==> src/rtl/mips_cpu_ctrl_pkg.sv <==
// Shared encodings for the multicycle MIPS control path: FSM states,
// opcode/function fields and the instruction classes the sequencer acts on.
package mips_cpu_ctrl_pkg;

  typedef enum logic [2:0] {
    ST_FETCH  = 3'd0,
    ST_DECODE = 3'd1,
    ST_EXEC   = 3'd2,
    ST_MEM    = 3'd3,
    ST_WB     = 3'd4,
    ST_HALT   = 3'd5
  } state_t;

  typedef enum logic [3:0] {
    CL_NOP,
    CL_ALU_R,
    CL_ALU_I,
    CL_LOAD,
    CL_STORE,
    CL_BRANCH,
    CL_J,
    CL_JAL,
    CL_JR,
    CL_MULDIV
  } instr_class_t;

  localparam logic [5:0] OP_RTYPE  = 6'h00;
  localparam logic [5:0] OP_REGIMM = 6'h01;
  localparam logic [5:0] OP_J      = 6'h02;
  localparam logic [5:0] OP_JAL    = 6'h03;
  localparam logic [5:0] OP_BEQ    = 6'h04;
  localparam logic [5:0] OP_BNE    = 6'h05;
  localparam logic [5:0] OP_BLEZ   = 6'h06;
  localparam logic [5:0] OP_BGTZ   = 6'h07;
  localparam logic [5:0] OP_ADDI   = 6'h08;
  localparam logic [5:0] OP_ADDIU  = 6'h09;
  localparam logic [5:0] OP_SLTI   = 6'h0A;
  localparam logic [5:0] OP_SLTIU  = 6'h0B;
  localparam logic [5:0] OP_ANDI   = 6'h0C;
  localparam logic [5:0] OP_ORI    = 6'h0D;
  localparam logic [5:0] OP_XORI   = 6'h0E;
  localparam logic [5:0] OP_LUI    = 6'h0F;
  localparam logic [5:0] OP_LB     = 6'h20;
  localparam logic [5:0] OP_LH     = 6'h21;
  localparam logic [5:0] OP_LWL    = 6'h22;
  localparam logic [5:0] OP_LW     = 6'h23;
  localparam logic [5:0] OP_LBU    = 6'h24;
  localparam logic [5:0] OP_LHU    = 6'h25;
  localparam logic [5:0] OP_LWR    = 6'h26;
  localparam logic [5:0] OP_SB     = 6'h28;
  localparam logic [5:0] OP_SH     = 6'h29;
  localparam logic [5:0] OP_SW     = 6'h2B;

  localparam logic [5:0] FN_SLL    = 6'h00;
  localparam logic [5:0] FN_SRL    = 6'h02;
  localparam logic [5:0] FN_SRA    = 6'h03;
  localparam logic [5:0] FN_SLLV   = 6'h04;
  localparam logic [5:0] FN_SRLV   = 6'h06;
  localparam logic [5:0] FN_SRAV   = 6'h07;
  localparam logic [5:0] FN_JR     = 6'h08;
  localparam logic [5:0] FN_JALR   = 6'h09;
  localparam logic [5:0] FN_MFHI   = 6'h10;
  localparam logic [5:0] FN_MTHI   = 6'h11;
  localparam logic [5:0] FN_MFLO   = 6'h12;
  localparam logic [5:0] FN_MTLO   = 6'h13;
  localparam logic [5:0] FN_MULT   = 6'h18;
  localparam logic [5:0] FN_MULTU  = 6'h19;
  localparam logic [5:0] FN_DIV    = 6'h1A;
  localparam logic [5:0] FN_DIVU   = 6'h1B;
  localparam logic [5:0] FN_ADD    = 6'h20;
  localparam logic [5:0] FN_ADDU   = 6'h21;
  localparam logic [5:0] FN_SUB    = 6'h22;
  localparam logic [5:0] FN_SUBU   = 6'h23;
  localparam logic [5:0] FN_AND    = 6'h24;
  localparam logic [5:0] FN_OR     = 6'h25;
  localparam logic [5:0] FN_XOR    = 6'h26;
  localparam logic [5:0] FN_NOR    = 6'h27;
  localparam logic [5:0] FN_SLT    = 6'h2A;
  localparam logic [5:0] FN_SLTU   = 6'h2B;

endpackage

==> src/rtl/mips_cpu_instr_classify.sv <==
// Combinational decode of the IR op/func fields into the instruction class
// that selects the sequencer's EXEC/MEM/WB path.
module mips_cpu_instr_classify
  import mips_cpu_ctrl_pkg::*;
(
  input  logic [5:0]   op,
  input  logic [5:0]   func,
  output instr_class_t cls
);

  always_comb begin
    cls = CL_NOP;
    case (op)
      OP_RTYPE: begin
        case (func)
          FN_SLL, FN_SRL, FN_SRA, FN_SLLV, FN_SRLV, FN_SRAV,
          FN_MFHI, FN_MFLO,
          FN_ADD, FN_ADDU, FN_SUB, FN_SUBU,
          FN_AND, FN_OR, FN_XOR, FN_NOR, FN_SLT, FN_SLTU: cls = CL_ALU_R;
          FN_JR:                                          cls = CL_JR;
          FN_JALR:                                        cls = CL_JAL;
          // HI/LO moves touch only ALU-internal registers, like MULT/DIV
          FN_MTHI, FN_MTLO,
          FN_MULT, FN_MULTU, FN_DIV, FN_DIVU:             cls = CL_MULDIV;
          default:                                        cls = CL_NOP;
        endcase
      end
      OP_REGIMM, OP_BEQ, OP_BNE, OP_BLEZ, OP_BGTZ: cls = CL_BRANCH;
      OP_J:                                        cls = CL_J;
      OP_JAL:                                      cls = CL_JAL;
      OP_ADDI, OP_ADDIU, OP_SLTI, OP_SLTIU,
      OP_ANDI, OP_ORI, OP_XORI, OP_LUI:            cls = CL_ALU_I;
      OP_LB, OP_LH, OP_LWL, OP_LW,
      OP_LBU, OP_LHU, OP_LWR:                      cls = CL_LOAD;
      OP_SB, OP_SH, OP_SW:                         cls = CL_STORE;
      default:                                     cls = CL_NOP;
    endcase
  end

endmodule

==> src/rtl/mips_cpu_control_fsm.sv <==
// Multicycle MIPS sequencer: FETCH/DECODE/EXEC/MEM/WB with memory
// waitrequest handshake, multi-cycle ALU stall and a terminal HALT.
module mips_cpu_control_fsm
  import mips_cpu_ctrl_pkg::*;
(
  input  logic       clk,
  input  logic       reset,
  input  logic [5:0] op,
  input  logic [5:0] func,
  input  logic       pc_is_zero,
  input  logic       mem_waitrequest,
  input  logic       alu_busy,
  output logic       active,
  output logic       ir_write,
  output logic       ir_sel,
  output logic       iord,
  output logic       mem_read,
  output logic       mem_write,
  output logic       pc_write,
  output logic       pc_write_cond,
  output logic       reg_write,
  output logic [2:0] state_o
);

  state_t       state, state_nxt;
  instr_class_t cls;
  logic         armed;

  mips_cpu_instr_classify u_classify (
    .op   (op),
    .func (func),
    .cls  (cls)
  );

  // armed is cleared by reset so the first FETCH after it issues nothing;
  // any memory request pending at the reset edge is thereby dropped.
  always_ff @(posedge clk) begin
    if (reset) begin
      state <= ST_FETCH;
      armed <= 1'b0;
    end else begin
      state <= state_nxt;
      armed <= 1'b1;
    end
  end

  always_comb begin
    state_nxt     = state;
    ir_write      = 1'b0;
    ir_sel        = 1'b0;
    iord          = 1'b0;
    mem_read      = 1'b0;
    mem_write     = 1'b0;
    pc_write      = 1'b0;
    pc_write_cond = 1'b0;
    reg_write     = 1'b0;
    case (state)
      ST_FETCH: begin
        if (armed) begin
          if (pc_is_zero) begin
            state_nxt = ST_HALT;
          end else begin
            mem_read = 1'b1;
            if (!mem_waitrequest) begin
              ir_write  = 1'b1;
              ir_sel    = 1'b1;
              pc_write  = 1'b1;
              state_nxt = ST_DECODE;
            end
          end
        end
      end
      ST_DECODE: state_nxt = ST_EXEC;
      ST_EXEC: begin
        case (cls)
          CL_ALU_R, CL_ALU_I: state_nxt = ST_WB;
          CL_LOAD, CL_STORE:  state_nxt = ST_MEM;
          CL_BRANCH: begin
            pc_write_cond = 1'b1;
            state_nxt     = ST_FETCH;
          end
          CL_J, CL_JR: begin
            pc_write  = 1'b1;
            state_nxt = ST_FETCH;
          end
          CL_JAL: begin
            pc_write  = 1'b1;
            state_nxt = ST_WB;
          end
          CL_MULDIV: if (!alu_busy) state_nxt = ST_FETCH;
          default:   state_nxt = ST_FETCH;
        endcase
      end
      ST_MEM: begin
        iord      = 1'b1;
        mem_read  = (cls == CL_LOAD);
        mem_write = (cls == CL_STORE);
        if (!mem_waitrequest) state_nxt = (cls == CL_LOAD) ? ST_WB : ST_FETCH;
      end
      ST_WB: begin
        reg_write = 1'b1;
        state_nxt = ST_FETCH;
      end
      ST_HALT: state_nxt = ST_HALT;
      default: state_nxt = ST_FETCH;
    endcase
  end

  assign active  = (state != ST_HALT);
  assign state_o = state;

endmodule

==> config.mk <==
export PLATFORM = sky130hd
export DESIGN_NAME = mips_cpu_control_fsm
export DESIGN_NICKNAME = d
export VERILOG_FILES = /design/src/rtl/mips_cpu_ctrl_pkg.sv /design/src/rtl/mips_cpu_instr_classify.sv /design/src/rtl/mips_cpu_control_fsm.sv
export SDC_FILE = /design/constraint.sdc
export NUM_CORES = 1
export LEC_CHECK = 0
export ABC_AREA = 1
export ABC_CLOCK_PERIOD_IN_PS = 2130
export CAP_MARGIN = 30
export CORE_AREA = 2 2 39 41
export DETAILED_ROUTE_END_ITERATION = 6
export DIE_AREA = 0 0 41 43
export DONT_BUFFER_PORTS = 1
export PLACE_DENSITY = 0.63
export SETUP_SLACK_MARGIN = 0.5
export SLEW_MARGIN = 10
export SYNTH_ARGS = -nofsm -noshare
export SYNTH_HDL_FRONTEND = slang
export SYNTH_HIERARCHICAL = 1
export SYNTH_SLANG_ARGS = --single-unit
export TNS_END_PERCENT = 10
==> constraint.sdc <==
create_clock -name clk -period 2.13 [get_ports clk]
set_input_delay 0.426 -clock clk [delete_from_list [all_inputs] [get_ports clk]]
set_output_delay 0.426 -clock clk [all_outputs]
set_load 0.01 [all_outputs]
==> impl_metrics.tcl, run 1 <==
set metrics [dict create \
    status "finished, final reports clean" \
    finalHoldWorstSlack_ns 0.251 \
    viasPerCell 5.05 \
    hp-class "in -> reg" \
    cellPowerDensity_mw_per_mm2 588 \
    drc 0 \
    ff_latch_area_um2 80.1 \
    final.setup.tns_ns 0 \
    power_switching_uw 217 \
    swShare 0.476 \
    totalWireLength_mm 1.48 \
    clk_latency_ns 0.23 \
    synth_nets 147 \
    synthCells 130 \
    dr.pass1.iters 4 \
    die_h_um 43 \
    syn_avg_cell_area_um2 5.11 \
    place_congestion 0.782 \
    avgRoutedWirePerCell_um 9.85 \
    grt_pass1_vias 732 \
    slew_violations 0 \
    worst-setup-path-type "in -> out" \
    postRouteAntennaNets 0 \
    stdcell_count 150 \
    mostFrequentLayoutCell "nand2_1" \
    drt_iter0_markers 17 \
    path_max_fanout 5 \
    rsz0062_at_grt "yes" \
    path_cells "nor2_4 -> nand3_2 -> buf_4 -> nor3_4 -> nor2_2 -> inv_2 -> o21ai_1 -> nand2_1 -> o21ai_2" \
    worst_path_max_delay_cell "nor3_4" \
    multi_input_area_um2 541 \
    drive_gt1_frac 0.276 \
    cts-root-buf "clkbuf_4" \
    port_buffers 0 \
    hpwl_mm 1.24 \
    combPwrFrac 0.516 \
    grt_first_pass_wirelength_mm 2.68 \
    ys_seq_area_frac 0.121 \
    crit_required_ns 1.70 \
    min_period_ns 1.88 \
    period_share 0.884 \
    drv_cap 0 \
    grt-ovfl-total 0 \
    cts_buffers 3 \
    vias 758 \
    path_delay_family "simple AND/OR/NAND/NOR gates" \
    cts_tree "yes" \
    area_delta_synth_final_pct 16.8 \
    h-tree-depth 1 \
    grt_max_degree 7 \
    nNetsFinal 153 \
    critPathMaxStageDelay_ns 0.24 \
    setup_violations 0 \
    fmax_mhz 531 \
    relSlewSlack 0.747 \
    core_mm2 0.00138 \
    power.internal_uw 239 \
    ios 29 \
    nFillCells 145 \
    die_w_um 41 \
    tightest_slew_ns 0.377 \
    p_leak_uw 0.000410 \
    rows 14 \
    syn-cell-area_um2 664 \
    final_cell_mix "32 x nand2_1, 20 x inv_1, 19 x nor2_1" \
    antenna_found_initial 0 \
    worstSetupStartpointType "primary input" \
    worst_setup_path_end_kind "output port" \
    post-route-util 0.561 \
    dieArea_mm2 0.00176 \
    clock-sinks 4 \
    clockPowerShare 0.201 \
    synth_cell_types 21 \
    vdd_ir_drop_max_v 0.000395 \
    finClkSkew_ns 0.000760 \
    antennaDiodeCount 0 \
    hold_viol 0 \
    synthesis.yosys.warnings 6 \
    cp.buffers_inverters 2 \
    p_seq_frac 0.283 \
    cts.path.max_buffers 2 \
    grtUsageTotal 0.207 \
    critPathArrivalTime_ns 1.46 \
    dp_cells 145 \
    clkTransAtPathRegs_ns 0.04 \
    start_util 0.480 \
    ys_ff_latch 4 \
]
## through the flow
step,setup slack (ns),instance area (um2),total power (uW)
after floorplan,0.308,673,323
after global placement,0.164,686,355
after detailed placement,0.162,686,356
after CTS,0.264,763,460
after global routing,0.115,776,497
final,0.248,776,456
## cells in the mapped netlist
cell type | instances | area share
inv_1 | 21 | 0.12
a21oi_2 | 1 | 0.013
a21oi_1 | 3 | 0.023
nand3_1 | 12 | 0.090
nand2_2 | 3 | 0.028
nand2_1 | 33 | 0.19
o211ai_1 | 1 | 0.011
nand3_2 | 3 | 0.045
nor3_1 | 4 | 0.030
a22oi_1 | 1 | 0.011
dfxtp_1 | 4 | 0.12
nor2_2 | 3 | 0.028
buf_4 | 1 | 0.011
and2_1 | 1 | 0.0094
and3_1 | 1 | 0.0094
o21ai_1 | 1 | 0.0075
o21ai_0 | 5 | 0.038
o22ai_1 | 1 | 0.0094
inv_2 | 5 | 0.028
nor2_4 | 3 | 0.051
nor2_1 | 23 | 0.13
## sequential cells by signal, summed over array words and instances (netlist names)
register	flops
armed	1
state_o	3
## worst register-to-register path, stage by stage, from the launching register on
cell,delay [ns]
dfxtp_1,0.48
inv_2,0.07
nand2_1,0.06
inv_1,0.05
nand2_1,0.14
o21ai_0,0.11
nor2_1,0.09
nand2_1,0.07
nand2_1,0.06
nor2_1,0.04
## final cells by class
class | instances | area share
clock buffers | 3 | 0.0290
inverters | 26 | 0.126
multi-input cells | 99 | 0.697
flip-flops and latches | 4 | 0.103
well taps | 16 | 0.0258
repair buffers | 2 | 0.0194
## logic make-up after synthesis
logic type	share of synthesized area
flip-flops	0.121
buffers and inverters	0.158
AO/OA/AOI/OAI	0.113
AND/OR/NAND/NOR	0.608
## routing by layer
layer	up-vias	part of all wire	global-route usage
li1	410	-	-
met1	325	0.46	0.294
met2	23	0.47	0.319
met3	0	0.075	0.0209
met4	0	0	0.0600
met5	-	0	0
## power groups by stage
stage | clock network [uW] | logic (uW) | registers (uW)
after floorplan | 0 | 198 | 125
after global placement | 0 | 224 | 131
after detailed placement | 0 | 225 | 131
after CTS | 95.5 | 235 | 129
after global routing | 96.4 | 266 | 134
final | 91.5 | 235 | 129
## path summary, 6_finish.rpt
path,from,to,slack [ns],cells past startpoint
setup reg to reg,state_o[1],state_o[2],0.85,9
hold / removal,reset,armed,0.25,1
hold reg to reg,state_o[1],state_o[1],0.59,2
setup / recovery,op[5],pc_write,0.25,9
## what timing repair did
action,4_1_cts,5_1_grt
resized for setup,12,3
hold buffers,0,0
setup buffers,2,0
setup endpoints to repair,6,8
pin swaps,4,1
Note: power is estimated with default switching activity, not from simulation.
==> inputs of run 2 (changes only) <==
CTS_CLUSTER_SIZE = 8   (was default)
==> results of run 2 <==
Final layout, timing and power as in run 1 (identical DEF).
==> inputs of run 3 (changes only) <==
ABC_CLOCK_PERIOD_IN_PS = default   (was 2130)
GPL_ROUTABILITY_DRIVEN = 1   (was default)
HOLD_SLACK_MARGIN = 0.03   (was default)
==> results of run 3 <==
Final layout, timing and power as in run 1 (identical DEF).
